$ cat config.mk
export PLATFORM = sky130hd
export DESIGN_NAME = id_hazard_unit
export DESIGN_NICKNAME = d
export VERILOG_FILES = /design/src/rtl/id_hazard_unit.sv
export SDC_FILE = /design/constraint.sdc
export NUM_CORES = 1
export LEC_CHECK = 0
export CORE_UTILIZATION = 35
export CTS_CLUSTER_SIZE = 10
export DETAILED_ROUTE_END_ITERATION = 16
export PLACE_DENSITY = 0.78
export SYNTH_ARGS = -nofsm -noshare
export SYNTH_HDL_FRONTEND = slang
export SYNTH_SLANG_ARGS = --single-unit
$ cat constraint.sdc
create_clock -name clk -period 3.75 [get_ports clk]
set_input_delay 0.75 -clock clk [delete_from_list [all_inputs] [get_ports clk]]
set_output_delay 0.75 -clock clk [all_outputs]
set_load 0.02 [all_outputs]
$ cat src/rtl/id_hazard_unit.sv
// id_hazard_unit
// Load-use / branch-operand hazard detection and stall control for the ID
// stage of the five-stage RV32I pipeline. Generates PC and IF/ID write
// enables, ID/EX bubble insertion, IF/ID flush and a whole-pipe freeze
// while external memory is not ready.
//
// Ports:
//   clk, reset_n                  clock, asynchronous active-low reset
//   ID_opcode, ID_ReadRegNum1/2   instruction in ID: opcode, rs1, rs2
//   EX_cntl_RegWrite/MemRead      EX-stage write-back / load flags
//   EX_WriteRegNum                EX-stage rd
//   MEM_cntl_RegWrite/MemRead     MEM-stage write-back / load flags
//   MEM_WriteRegNum               MEM-stage rd
//   ID_BranchTaken                taken branch / JAL / JALR resolved in ID
//   EXT_Stall                     instruction or data memory not ready
//   PC_Write, IF_ID_Write         load enables (combinational)
//   ID_EX_Bubble                  insert NOP into ID/EX (combinational)
//   IF_ID_Flush                   zero IF/ID on the next edge (combinational)
//   Pipe_Freeze                   hold ID/EX, EX/MEM, MEM/WB (combinational)
//   Stall_Count                   stall-cycle counter, only when the
//                                 HAZARD_PERF_CNT_EN macro is defined
module id_hazard_unit (
    input  logic        clk,
    input  logic        reset_n,
    input  logic [6:0]  ID_opcode,
    input  logic [4:0]  ID_ReadRegNum1,
    input  logic [4:0]  ID_ReadRegNum2,
    input  logic        EX_cntl_RegWrite,
    input  logic        EX_cntl_MemRead,
    input  logic [4:0]  EX_WriteRegNum,
    input  logic        MEM_cntl_RegWrite,
    input  logic        MEM_cntl_MemRead,
    input  logic [4:0]  MEM_WriteRegNum,
    input  logic        ID_BranchTaken,
    input  logic        EXT_Stall,
    output logic        PC_Write,
    output logic        IF_ID_Write,
    output logic        ID_EX_Bubble,
    output logic        IF_ID_Flush,
    output logic        Pipe_Freeze
`ifdef HAZARD_PERF_CNT_EN
    ,
    output logic [31:0] Stall_Count
`endif
);

    localparam int unsigned CNT_W  = 2;
    localparam int unsigned NEED_W = 2;

    localparam logic [6:0] OP_LUI    = 7'b0110111;
    localparam logic [6:0] OP_AUIPC  = 7'b0010111;
    localparam logic [6:0] OP_JAL    = 7'b1101111;
    localparam logic [6:0] OP_JALR   = 7'b1100111;
    localparam logic [6:0] OP_BRANCH = 7'b1100011;
    localparam logic [6:0] OP_STORE  = 7'b0100011;
    localparam logic [6:0] OP_RTYPE  = 7'b0110011;

    typedef enum logic {
        ST_RUN   = 1'b0,
        ST_STALL = 1'b1
    } state_t;

    state_t              state_q, state_d;
    logic [CNT_W-1:0]    cnt_q, cnt_d;
    logic [NEED_W-1:0]   need_c;
    logic                uses_rs1_c, uses_rs2_c, is_ctl_c;
    logic                ex_match_c, mem_match_c;
    logic                stall_c;

    // Source-operand usage decode for the instruction in ID
    always_comb begin
        uses_rs1_c = !((ID_opcode == OP_LUI) || (ID_opcode == OP_AUIPC) ||
                       (ID_opcode == OP_JAL));
        uses_rs2_c = (ID_opcode == OP_BRANCH) || (ID_opcode == OP_STORE) ||
                     (ID_opcode == OP_RTYPE);
        is_ctl_c   = (ID_opcode == OP_BRANCH) || (ID_opcode == OP_JALR);
    end

    // Producer matches against the EX and MEM destination registers (x0 never matches)
    always_comb begin
        ex_match_c  = EX_cntl_RegWrite &&
                      ((uses_rs1_c && (ID_ReadRegNum1 != 5'd0) &&
                        (ID_ReadRegNum1 == EX_WriteRegNum)) ||
                       (uses_rs2_c && (ID_ReadRegNum2 != 5'd0) &&
                        (ID_ReadRegNum2 == EX_WriteRegNum)));
        mem_match_c = MEM_cntl_RegWrite &&
                      ((uses_rs1_c && (ID_ReadRegNum1 != 5'd0) &&
                        (ID_ReadRegNum1 == MEM_WriteRegNum)) ||
                       (uses_rs2_c && (ID_ReadRegNum2 != 5'd0) &&
                        (ID_ReadRegNum2 == MEM_WriteRegNum)));
    end

    // Required stall cycles; the two-cycle case dominates the one-cycle cases
    always_comb begin
        need_c = NEED_W'(0);
        if (ex_match_c && EX_cntl_MemRead && is_ctl_c) begin
            need_c = NEED_W'(2);
        end else if ((ex_match_c && EX_cntl_MemRead) ||
                     (ex_match_c && is_ctl_c) ||
                     (mem_match_c && MEM_cntl_MemRead && is_ctl_c)) begin
            need_c = NEED_W'(1);
        end
    end

    // A stall cycle is any STALL-state cycle or a RUN cycle with an open hazard
    assign stall_c = (state_q == ST_STALL) || (need_c != NEED_W'(0));

    // State register
    always_ff @(posedge clk or negedge reset_n) begin
        if (!reset_n) begin
            state_q <= ST_RUN;
            cnt_q   <= CNT_W'(0);
        end else begin
            state_q <= state_d;
            cnt_q   <= cnt_d;
        end
    end

    // Next-state logic; EXT_Stall holds state and counter
    always_comb begin
        state_d = state_q;
        cnt_d   = cnt_q;
        if (!EXT_Stall) begin
            case (state_q)
                ST_RUN: begin
                    if (need_c == NEED_W'(2)) begin
                        state_d = ST_STALL;
                        cnt_d   = CNT_W'(1);
                    end
                end
                ST_STALL: begin
                    // Saturate at zero so a stray cnt of 0 still exits STALL
                    cnt_d = (cnt_q == CNT_W'(0)) ? CNT_W'(0) : cnt_q - CNT_W'(1);
                    if (cnt_d == CNT_W'(0)) begin
                        state_d = ST_RUN;
                    end
                end
                default: begin
                    state_d = ST_RUN;
                    cnt_d   = CNT_W'(0);
                end
            endcase
        end
    end

    // Output decode; priority: reset, external freeze, stall, normal flow
    always_comb begin
        PC_Write     = 1'b1;
        IF_ID_Write  = 1'b1;
        ID_EX_Bubble = 1'b0;
        IF_ID_Flush  = 1'b0;
        Pipe_Freeze  = 1'b0;
        if (!reset_n) begin
            PC_Write     = 1'b0;
            IF_ID_Write  = 1'b0;
            ID_EX_Bubble = 1'b1;
        end else if (EXT_Stall) begin
            PC_Write     = 1'b0;
            IF_ID_Write  = 1'b0;
            Pipe_Freeze  = 1'b1;
        end else if (stall_c) begin
            PC_Write     = 1'b0;
            IF_ID_Write  = 1'b0;
            ID_EX_Bubble = 1'b1;
        end else begin
            IF_ID_Flush  = ID_BranchTaken;
        end
    end

`ifdef HAZARD_PERF_CNT_EN
    logic [31:0] perf_cnt_q, perf_cnt_d;

    // Counts stall cycles that actually advance (not frozen); wraps naturally
    always_comb begin
        perf_cnt_d = perf_cnt_q;
        if (stall_c && !EXT_Stall) begin
            perf_cnt_d = perf_cnt_q + 32'd1;
        end
    end

    always_ff @(posedge clk or negedge reset_n) begin
        if (!reset_n) begin
            perf_cnt_q <= 32'd0;
        end else begin
            perf_cnt_q <= perf_cnt_d;
        end
    end

    assign Stall_Count = perf_cnt_q;
`endif

endmodule

==> impl_results.md <==
* Status: finished with violations
* Failing checks: design-rule violations
* Synth Warn # at 0
* Routed via count at 878
* Commonest cells after routing, fill and taps aside: clkdlybuf4s50_1, buf_4, xor2_1, xnor2_1, nand2_1
* Drt initial violations at 13
* Global-route wire length before repair at 3.48 mm
* Port buffer count at 39
* Vias in the first global route at 900
* Post-synth top flop: dfrtp_1
* CP Depth at 7
* Drt pass-1 iters at 10
* CP Max Fanout at 2
* Kind of critical path: primary input to output port
* Minimum clock period at 3.67 ns
* CTS sink cnt at 3
* Arrival @ worst endpoint at 2.92 ns
* Setup violators final at 0
* CP endpoint kind: output port
* LEAKAGE at 0.502 nW
* Largest cells by area after synthesis: xor2_1, xnor2_1, dfrtp_1, nand2_1, nor4_1
* Transition time of the tightest slew-check pin at 0.416 ns
* Slowest-stage cell, CP: or4_4
* Critical Path RT at 3.00 ns
* FF+latch area at 75.1 µm²
* Cell breakdown of the critical path: clkdlybuf4s50_1 -> or4_4 -> o211ai_2 -> nor4_2 -> or4_4 -> nor4_2 -> buf_2
* Layout cells sized above 1 at 25.9%
* Clock Latency Late Sink at 0.23 ns
* Max Clock Freq at 0.272 GHz
* Fraction of registers with async set/reset at 100%
* #FFs+latches synth at 3
* Largest net degree at the start of global routing at 9
* Most common cell after layout, fill and taps aside: clkdlybuf4s50_1
* Syn avg cell area at 7.83 µm²
* Total CTS buffers at 3
* Yosys top cell area share at 15.8%
* Final layout net count at 179
* Slew headroom at 72.1%
* Total Wirelength at 2.06 mm
* H-tree level count at 1
* Skew final at 0.00103 ns
* Bufs and invs on worst path at 2
* PwrDens at 164 nW/µm²
* Syn_nets at 113
* Drt drc at 2
* Row cnt at 14
* Peak supply drop at 0.115 mV
* I/O Pins at 40
* Tcrit/Tclk final at 98.0%
* Clk slew on worst S/H paths at 0.04 ns
* Die Ht at 43.8 µm
* Pre-CTS setup slack at -0.430 ns
* Cells after Synth at 78
* Final Hold Violating Endpoints at 0
* Detailed placement HPWL at 1.79 mm
* Crit-path leading delay family: simple AND/OR/NAND/NOR gates
* Sequential share of the synthesized area at 12.3%
* Count of cell types in the netlist at 33
* Fin worst setup slack at 0.0766 ns
* Wire length per cell at 13.0 µm
* # diodes at 0
* Hold depth at 1
* Dominant cell type by area after synthesis: xor2_1
* Total Routing Usage GR at 24.7%
* Crit path launch type: primary input
* CTS root buffer: clkbuf_4
* # placed instances at 155
* Core area at 1560 µm²
* Grt ovf at 0
* Via density at 5.52
* Gp weighted congestion at 0.815
* Worst r2r path cells at 1
* R2r setup slk at 2.82 ns
* EDFF count, synth at 0
* Die width at 43.8 µm
* Post-layout util at 77.3%
* Power Total at 0.000197 W
* Area growth syn-to-layout at 97.3%
* CTS tree: done
* Max Cap Violations at 0
* Slew Viols, Final at 0
* Mapped Area at 611 µm²
* Hold crit path type: register to register
* Non-Filler Instances at 159
* Die ar. at 1920 µm²
* Number of fill cells at 122
* Remaining antenna violation count at 0
* CP max stage delay at 0.55 ns
* Maximum root-to-sink buffer count at 2
* Area of the multi-input gates at 526 µm²
* Starting Density at 39.2%
* Initial antenna violation count at 0
* RSZ-0062 raised after global routing: true
[logic make-up (layout without fill, tap and decap cells)]
logic type	after synthesis	after routing	share of synthesized area [%]
compound gates	15	15	19.1
xor+xnor	20	20	28.7
buf+inv	5	70	3.69
flops	3	3	12.3
simple gates	35	35	36.3
[cell usage after synthesis, types with 2 or more instances]
| master | number |
|---|---|
| a21oi_1 | 2 |
| and4_1 | 2 |
| and4b_1 | 2 |
| dfrtp_1 | 3 |
| inv_1 | 4 |
| nand2_1 | 7 |
| nand3_1 | 2 |
| nand3b_1 | 2 |
| nand4_1 | 2 |
| nor2_1 | 4 |
| nor3_1 | 3 |
| nor4_1 | 4 |
| o21ai_0 | 2 |
| or4_4 | 2 |
| xnor2_1 | 9 |
| xor2_1 | 11 |
[sequential cells by signal, indices dropped and copies added, names as in the netlist]
| signal | count |
|---|---|
| cnt_q | 2 |
| state_q | 1 |
[cell type report]
cell class                      count  area share [%]
Timing Repair Buffer               62            45.1
Multi-Input combinational cell     70            43.6
Sequential cell                     3            6.23
Clock buffer                        4            2.18
Tap cell                           16            1.66
Inverter                            4            1.25
[routing by layer]
layer / global-route usage [%] / routed length (µm)
met5: 0 / 0
met4: 12.5 / 63
met3: 5.83 / 111
met2: 49.6 / 1160
met1: 22.3 / 727
[what timing repair did]
item                       CTS  global route
setup buffers                0             0
resized for setup           15             5
setup endpoints to repair    4             3
hold buffers                 0             0
[through the flow]
step             TNS, ns  cell area (µm²)  hold slack, ns
2_1_floorplan          0              611           0.454
3_3_place_gp       -1.30             1190           0.514
3_5_place_dp       -1.45             1190           0.533
4_1_cts                0             1210           0.538
5_1_grt        -0.000365             1200           0.569
6_report               0             1200           0.532
[path summary, 6_finish.rpt]
kind,start,end
max in group asynchronous,reset_n,cnt_q[0]
min in group asynchronous,reset_n,cnt_q[1]
max reg2reg,state_q,cnt_q[1]
min reg2reg,cnt_q[1],cnt_q[1]
min,cnt_q[1],cnt_q[1]
max,ID_ReadRegNum2[1],IF_ID_Write
[power by group]
part	internal [W]	switching [W]	leakage [nW]
clock network	0.0000399	0.0000176	0.0150
logic	0.0000649	0.0000420	0.445
registers	0.0000326	0.00000000996	0.0419
total	0.000137	0.0000597	0.502
Note: power is estimated with default switching activity, not from simulation.
